`src/rtl/store_serializer_pkg.sv`:
```
// Shared definitions for the store serializer: opcode macros live with the other instruction encodings.
// Package constants mirror them for code that imports the package.
`ifndef STORE_OPCODES_DEFINED
`define STORE_OPCODES_DEFINED
`define MOVAR8 8'h38
`define MOVAR4 8'h34
`define MOVAR1 8'h31
`endif

package store_serializer_pkg;
  localparam logic [7:0] OPC_MOVAR8 = `MOVAR8;
  localparam logic [7:0] OPC_MOVAR4 = `MOVAR4;
  localparam logic [7:0] OPC_MOVAR1 = `MOVAR1;
endpackage

```
`src/rtl/store_byte_mux.sv`:
```
// Combinational 64->8 byte-lane select; lane 0 is the least significant byte.
module store_byte_mux (
  input  logic [63:0] data,
  input  logic [2:0]  sel,
  output logic [7:0]  lane
);
  assign lane = data[{sel, 3'b000} +: 8];
endmodule

```
`src/rtl/store_serializer.sv`:
```
// Serializes one 8/4/1-byte register store onto a byte-wide memory write port, little-endian,
// and reports completion or error to the sequencer with a one-cycle done pulse.
module store_serializer
  import store_serializer_pkg::*;
#(
  parameter int ADDR_W  = 16,
  parameter int TIMEOUT = 255
) (
  input  logic              clk,
  input  logic              rst,
  input  logic              req_valid,
  output logic              req_ready,
  input  logic [7:0]        req_opc,
  input  logic [ADDR_W-1:0] req_addr,
  input  logic [63:0]       req_data,
  output logic              mem_we,
  output logic [ADDR_W-1:0] mem_addr,
  output logic [7:0]        mem_wdata,
  input  logic              mem_ack,
  output logic              done,
  output logic              err
);
  typedef enum logic [1:0] {IDLE = 2'd0, WRITE = 2'd1, FIN = 2'd2} state_e;

  localparam logic [3:0] LEN8    = 4'd8;
  localparam logic [3:0] LEN4    = 4'd4;
  localparam logic [3:0] LEN1    = 4'd1;
  localparam logic [3:0] LEN_BAD = 4'd0;
  localparam int         STALL_W = 16;

  // Zero length marks a non-store opcode.
  function automatic logic [3:0] len_of(input logic [7:0] opc);
    case (opc)
      OPC_MOVAR8: len_of = LEN8;
      OPC_MOVAR4: len_of = LEN4;
      OPC_MOVAR1: len_of = LEN1;
      default:    len_of = LEN_BAD;
    endcase
  endfunction

  state_e              state_q, state_d;
  logic [ADDR_W-1:0]   base_q, base_d;
  logic [63:0]         data_q, data_d;
  logic [3:0]          len_q, len_d;
  logic [3:0]          cnt_q, cnt_d;
  logic [STALL_W-1:0]  stall_q, stall_d;
  logic                err_q, err_d;
  logic [7:0]          lane;

  always_ff @(posedge clk) begin
    if (rst) begin
      state_q <= IDLE;
      base_q  <= '0;
      data_q  <= '0;
      len_q   <= '0;
      cnt_q   <= '0;
      stall_q <= '0;
      err_q   <= 1'b0;
    end else begin
      state_q <= state_d;
      base_q  <= base_d;
      data_q  <= data_d;
      len_q   <= len_d;
      cnt_q   <= cnt_d;
      stall_q <= stall_d;
      err_q   <= err_d;
    end
  end

  always_comb begin
    state_d = state_q;
    base_d  = base_q;
    data_d  = data_q;
    len_d   = len_q;
    cnt_d   = cnt_q;
    stall_d = stall_q;
    err_d   = err_q;
    case (state_q)
      IDLE: begin
        if (req_valid) begin
          base_d  = req_addr;
          data_d  = req_data;
          len_d   = len_of(req_opc);
          cnt_d   = '0;
          stall_d = '0;
          if (len_d != LEN_BAD) begin
            state_d = WRITE;
            err_d   = 1'b0;
          end else begin
            state_d = FIN;
            err_d   = 1'b1;
          end
        end
      end
      WRITE: begin
        if (mem_ack) begin
          cnt_d   = cnt_q + 4'd1;
          stall_d = '0;
          if (cnt_q == len_q - 4'd1) begin
            state_d = FIN;
            err_d   = 1'b0;
          end
        end else begin
          // Abort once the run of unacknowledged cycles reaches TIMEOUT.
          stall_d = stall_q + 1'b1;
          if ((TIMEOUT != 0) && (stall_d == STALL_W'(TIMEOUT))) begin
            state_d = FIN;
            err_d   = 1'b1;
          end
        end
      end
      FIN:     state_d = IDLE;
      default: state_d = IDLE;
    endcase
  end

  store_byte_mux u_mux (
    .data (data_q),
    .sel  (cnt_q[2:0]),
    .lane (lane)
  );

  // Outputs decode registered state only; address/data read as zero outside WRITE.
  assign req_ready = (state_q == IDLE);
  assign mem_we    = (state_q == WRITE);
  assign mem_addr  = mem_we ? (base_q + ADDR_W'(cnt_q)) : '0;
  assign mem_wdata = mem_we ? lane : 8'h00;
  assign done      = (state_q == FIN);
  assign err       = done & err_q;
endmodule

```
`config.mk`:
```
export PLATFORM = sky130hd
export DESIGN_NAME = store_serializer
export DESIGN_NICKNAME = d
export VERILOG_FILES = /design/src/rtl/store_serializer_pkg.sv /design/src/rtl/store_byte_mux.sv /design/src/rtl/store_serializer.sv
export SDC_FILE = /design/constraint.sdc
export NUM_CORES = 1
export LEC_CHECK = 0
export BUFFER_PORTS_ARGS = -buffer_cell sky130_fd_sc_hd__buf_2
export CAP_MARGIN = 25
export CORE_MARGIN = 4
export CORE_UTILIZATION = 54
export CTS_CLUSTER_DIAMETER = 200
export DETAILED_ROUTE_END_ITERATION = 7
export GPL_ROUTABILITY_DRIVEN = 0
export PLACE_DENSITY = 0.8
export SLEW_MARGIN = 20
export SYNTH_ARGS = -nofsm -noshare
export SYNTH_HDL_FRONTEND = slang
export SYNTH_SLANG_ARGS = --single-unit
```
`constraint.sdc`:
```
create_clock -name clk -period 2.6 [get_ports clk]
set_input_delay 0.26 -clock clk [delete_from_list [all_inputs] [get_ports clk]]
set_output_delay 0.26 -clock clk [all_outputs]
set_load 0.05 [all_outputs]
```
Word level (Yosys, flattened, before mapping)
Cells that the tools add are included.

word-level totals
  logic and storage cells = 55
  flip-flop bits (word level) = 107
  output and inout port bits = 28

cells by class
  reduce and logical (&&, ||, !) cells = 8
  equality and inequality tests = 11
  shift-type cells = 1
  bitwise logic cells = 1
  $add $sub $neg = 4
  mux-type cells = 23

operators by type and width
  operator               count
  $shiftx 64x7->8        1
  $mux 16                3
  $pmux 16 s2            1
  $eq 8x6->1 const B     3
  $add 16x1->16 const B  1
  $add 16x4->16          1
  $eq 16x8->1 const B    1
  $mux 4                 4
  $pmux 4 s3             1
  $mux 2                 5
  $mux 8                 1
  $pmux 4 s2             1
  $reduce_and 3->1       2
  $mux 1                 5
  $add 4x1->4 const B    1
  $eq 4x4->1             1
  $pmux 2 s2             1
  $reduce_and 2->1       2
  $reduce_and 4->1       1
  $reduce_bool 4->1      1
  $sub 4x1->4 const B    1
  $ne 3x1->1 const B     1
  $ne 3x2->1 const B     1
  $eq 2x1->1 const B     1
  other kinds (7)        7

Logic depth before layout (Yosys ltp)
  depth in word-level cells = 8
  gate-level depth with buffers = 8
  mapped depth without buffers = 8

By module
Synthesis repeated with hierarchy kept, for this count alone.

second synthesis, totals
  cells, all modules = 661
  area total of the unflattened synthesis = 5353.9 µm²

by module, submodules not included
  module            times used  cells each  area an instance (µm²)
  store_serializer  1           632         4803.4
  store_byte_mux    1           29          550.5

Worst setup path before layout
OpenSTA, ideal clock, no wires.

  path kind = reg-to-output
  start point = register cnt_q[0]
  end point = output mem_addr[14]
  buffers on the path = 0
  cell stages (with the launch flop) = 9
  data required time = 2.340 ns
  arrival time = 2.298 ns
  setup slack = 0.042 ns
  cells stage by stage = dfxtp_1 ha_1 fa_1 a21o_1 a21oi_1 nand2b_1 nor3_1 xnor2_1 nor2_1

between the ends
  cells in the longest elaborated chain, start to end = 2

ends and longest elaborated chain
  what                    line                     RTL
  start, declared         store_serializer.sv:45   logic [3:0] cnt_q, cnt_d;
  start signal, assigned  store_serializer.sv:64   cnt_q <= cnt_d;
  $add 16x4->16           store_serializer.sv:126  assign mem_addr = mem_we ? (base_q + ADDR_W'(cnt_q)) : '0;
  $mux 16                 store_serializer.sv:126
  end, declared           store_serializer.sv:17   output logic [ADDR_W-1:0] mem_addr,

Every way passes these cells.

Worst setup path in the final report
  start point = register stall_q[1]
  end point = register state_q[1]

between the ends
  cells in the longest elaborated chain, start to end = 4

ends and longest elaborated chain
  what                               line                     RTL
  start, declared                    store_serializer.sv:46   logic [STALL_W-1:0] stall_q, stall_d;
  start signal, assigned             store_serializer.sv:65   stall_q <= stall_d;
  $add 16x1->16                      store_serializer.sv:105  stall_d = stall_q + 1'b1;
  $eq 16x8->1                        store_serializer.sv:106  if ((TIMEOUT != 0) && (stall_d == STALL_W'(TIMEOUT))) begin
  $ne 3x1->1 (no source line)        n/a
  $reduce_and 3->1 (no source line)  n/a
  end signal, assigned               store_serializer.sv:60   state_q <= state_d;
  end, declared                      store_serializer.sv:41   state_e state_q, state_d;

Every way passes these cells.
A chain may end at the register's enable or synchronous reset.

==> results.txt <==
Clock power frac -> 33.5%
Register bit total from synthesis -> 106
Fin. max-slew vios -> 0
Largest net degree at the start of global routing -> 78
Worst-Margin Slew -> 0.847 ns
Final Hold Viols -> 0
Register-to-register setup slack -> 0.10 ns
Die area -> 11300 µm²
Reg2reg path depth -> 7
Hold slack -> 0.105 ns
Mean post-synth cell area -> 7.84 µm²
VDD IR max -> 0.000269 V
Crit start category -> flip-flop
Die boundary height -> 107 µm
Simple-gate share of the synthesized area -> 24.7%
DRT Pass-1 Iters -> 4
Max_slew headroom -> 43.3%
Synthesized cell area -> 5240 µm²
Area growth, synth to finish -> 19.4%
Routed WL per cell -> 14.6 µm
IO Port Bufs -> 119
WS Path Type -> reg -> reg
Drt first-iter violations -> 222
Crit share post-route -> 96.1%
Vias/cell -> 5.50
Final setup viols -> 0
Adder-cell share of the synthesized area -> 2.29%
YS warnings -> 0
Post-Synthesis Net Count -> 770
Worst R2R End -> state_q[1]
Final Critical Period -> 2.50 ns
Die width -> 107 µm
Flop pwr share -> 55.2%
Critical path's slowest cell -> or4_4
Commonest non-fill, non-tap cell in the layout -> nand2_1
Mux contribution to synthesized area -> 8.40%
H-tree Lvls -> 3
Nets -> 866
Via count -> 4947
CP arrival -> 2.77 ns
Final WS setup -> 0.101 ns
Critical path startpoint -> stall_q[1]
Internal power -> 2.32 mW
# IOs -> 120
DRC Markers -> 0
Max Cap Viol -> 0
Final Skew -> 0.0102 ns
Unrepaired setup endpoints after global routing -> yes
Min-Delay Path Depth -> 3
Sw Share -> 26.6%
Commonest non-fill, non-tap cells in the layout -> nand2_1 (180), buf_2 (109), dfxtp_1 (103)
Reg2reg start -> stall_q[1]
Num Clock Sinks -> 106
Comb power frac -> 11.2%
Worst-case clock buffer depth -> 2
Clock Pin Slew Worst Setup and Hold Paths -> 0.10 ns
Number of standard cells after synthesis -> 669
Antenna violations before repair -> 0
Synth unique cells -> 49
Final antenna-violating net count -> 0
Final wirelength -> 13200 µm
Grt ovf -> 0
Register area share after synthesis -> 40.5%
First-pass GRT wire length -> 20600 µm
Layout cells sized above 1 -> 24.3%
Total CTS buffers -> 9
Hold-fix buffers, CTS -> 0
Crit path max fanout -> 7
Switch Pwr -> 0.841 mW
CTS tree -> built
Power Density -> 505 nW/µm²
Clk root buf -> clkbuf_8
Number of diodes -> 0
Hold Path Sink -> data_q[24]
Min-delay src -> req_data[24]
Cells along the critical path -> ha_1, nand3_2, nor3_2, xnor2_1, nand2_1, or4_4, a2111oi_4
Initial core utilization -> 56.2%
GRT Overall Usage -> 22.3%
Clock Latency Late Sink -> 0.38 ns
Setup crit end kind -> flip-flop
Fmax -> 400 MHz
Largest family of logic cells by synthesized area -> simple AND/OR/NAND/NOR gates
Total power -> 3.16 mW
Leak Pwr -> 2.47 nW
Post-DP HPWL -> 9230 µm
Vias in the first global route -> 4590
CP max stage delay -> 0.52 ns
Core Area -> 9330 µm²
Synth Area in XOR/XNOR -> 4.51%
Dpl ws -> 0.101 ns
Compound-Gate Fraction of Synth Area -> 15.2%
Num rows -> 35
HP Class -> in -> reg
Status -> finished, final reports clean
Worst Path Required -> 2.88 ns
-- cells by family (layout without fill, tap and decap cells) --
kind of cell,after synthesis,count (layout)
adder cells (fa/ha/maj),9,9
flip-flops,106,106
buffers and inverters,59,160
XOR/XNOR,27,27
AO/OA/AOI/OAI,140,140
AND/OR/NAND/NOR,304,304
multiplexers,24,24
-- critical path, delay by kind of cell, from the launching register on --
family,cells,cell delay (ns)
and+or+nand+nor,4,1.11
DFF,1,0.47
AOI/OAI and AO/OA,1,0.36
adders and majority gates,1,0.33
xor gates and xnor gates,1,0.15
-- cells in the mapped netlist, drive strengths merged --
cell	number	area share [%]
a2111oi	1	0.53
a211oi	4	0.57
a21o	5	0.74
a21oi	100	9.5
a22oi	1	0.14
a311oi	3	0.50
a31o	1	0.17
a31oi	3	0.36
a32oi	4	0.67
a41oi	1	0.17
and2	5	0.60
and3	6	0.74
and4	1	0.19
buf	8	0.74
clkbuf	39	2.8
clkinv	2	0.14
dfxtp	106	40
fa	1	0.38
ha	8	1.9
inv	10	0.72
mux2i	8	1.5
mux4	16	6.9
nand2	181	13
nand2b	4	0.48
nand3	11	1.1
nand4	6	0.84
nand4b	1	0.17
nor2	58	4.2
nor2b	1	0.12
nor3	19	1.9
nor3b	2	0.29
nor4	6	0.72
o2111ai	1	0.17
o21a	1	0.14
o21ai	13	1.2
o22ai	1	0.12
o32ai	1	0.17
or2	1	0.12
or4	2	0.36
xnor2	17	2.8
xor2	10	1.7
-- worst max path at each step --
stage          slack (ns)  cells past startpoint           end
6_report             0.10                      7    state_q[1]
3_3_place_gp         0.23                      7    state_q[1]
3_5_place_dp         0.10                      7    state_q[1]
2_1_floorplan        0.04                      8  mem_addr[14]
4_1_cts            0.0002                      9  mem_addr[10]
5_1_grt             -0.05                      7    state_q[1]
-- routing by layer --
layer  vias up  track usage, %  part of all wire [%]
met5         -               0                     0
met4         0            9.50                   2.8
met3        25            3.70                   5.6
met2       159            37.2                    49
met1      2293            28.6                    43
li1       2470               -                     -
-- flip-flops by register name (all words and copies together) (netlist names) --
register / cells
data_q: 64
base_q: 16
err_q: 1
state_q: 2
stall_q: 16
cnt_q: 4
len_q: 3
-- metrics by stage --
step / std cells / TNS [ns] / util (%) / area [µm²]
5_1_grt: 899 / -0.0580 / 67.1 / 6260
3_5_place_dp: 881 / 0 / 63.7 / 5940
6_report: 899 / 0 / 67.1 / 6260
3_3_place_gp: 881 / 0 / 63.7 / 5940
4_1_cts: 899 / 0 / 66.3 / 6190
2_1_floorplan: 669 / 0 / - / 5240
-- power groups by stage --
| stage | Combinational, mW | Clock, mW | Sequential [mW] |
|---|---|---|---|
| after detailed placement | 0.353 | 0 | 1.78 |
| after CTS | 0.355 | 1.09 | 1.74 |
| after floorplan | 0.224 | 0 | 1.77 |
| after global placement | 0.343 | 0 | 1.78 |
| final | 0.355 | 1.06 | 1.75 |
| after global routing | 0.397 | 1.13 | 1.75 |
-- cell type report --
class,count,area (µm²)
Timing Repair Buffer,132,763
Clock inverter,6,78.8
Fill cell,812,3070
Inverter,12,45.0
Sequential cell,106,2130
Tap cell,129,161
Clock buffer,10,128
Multi-Input combinational cell,504,2960
-- timing repair --
item,CTS,global route
setup buffers,2,0
pin swaps,1,3
hold endpoints to repair,0,0
endpoints found under the setup margin,11,13
resized for setup,7,21
Note: power is estimated with default switching activity, not from simulation.
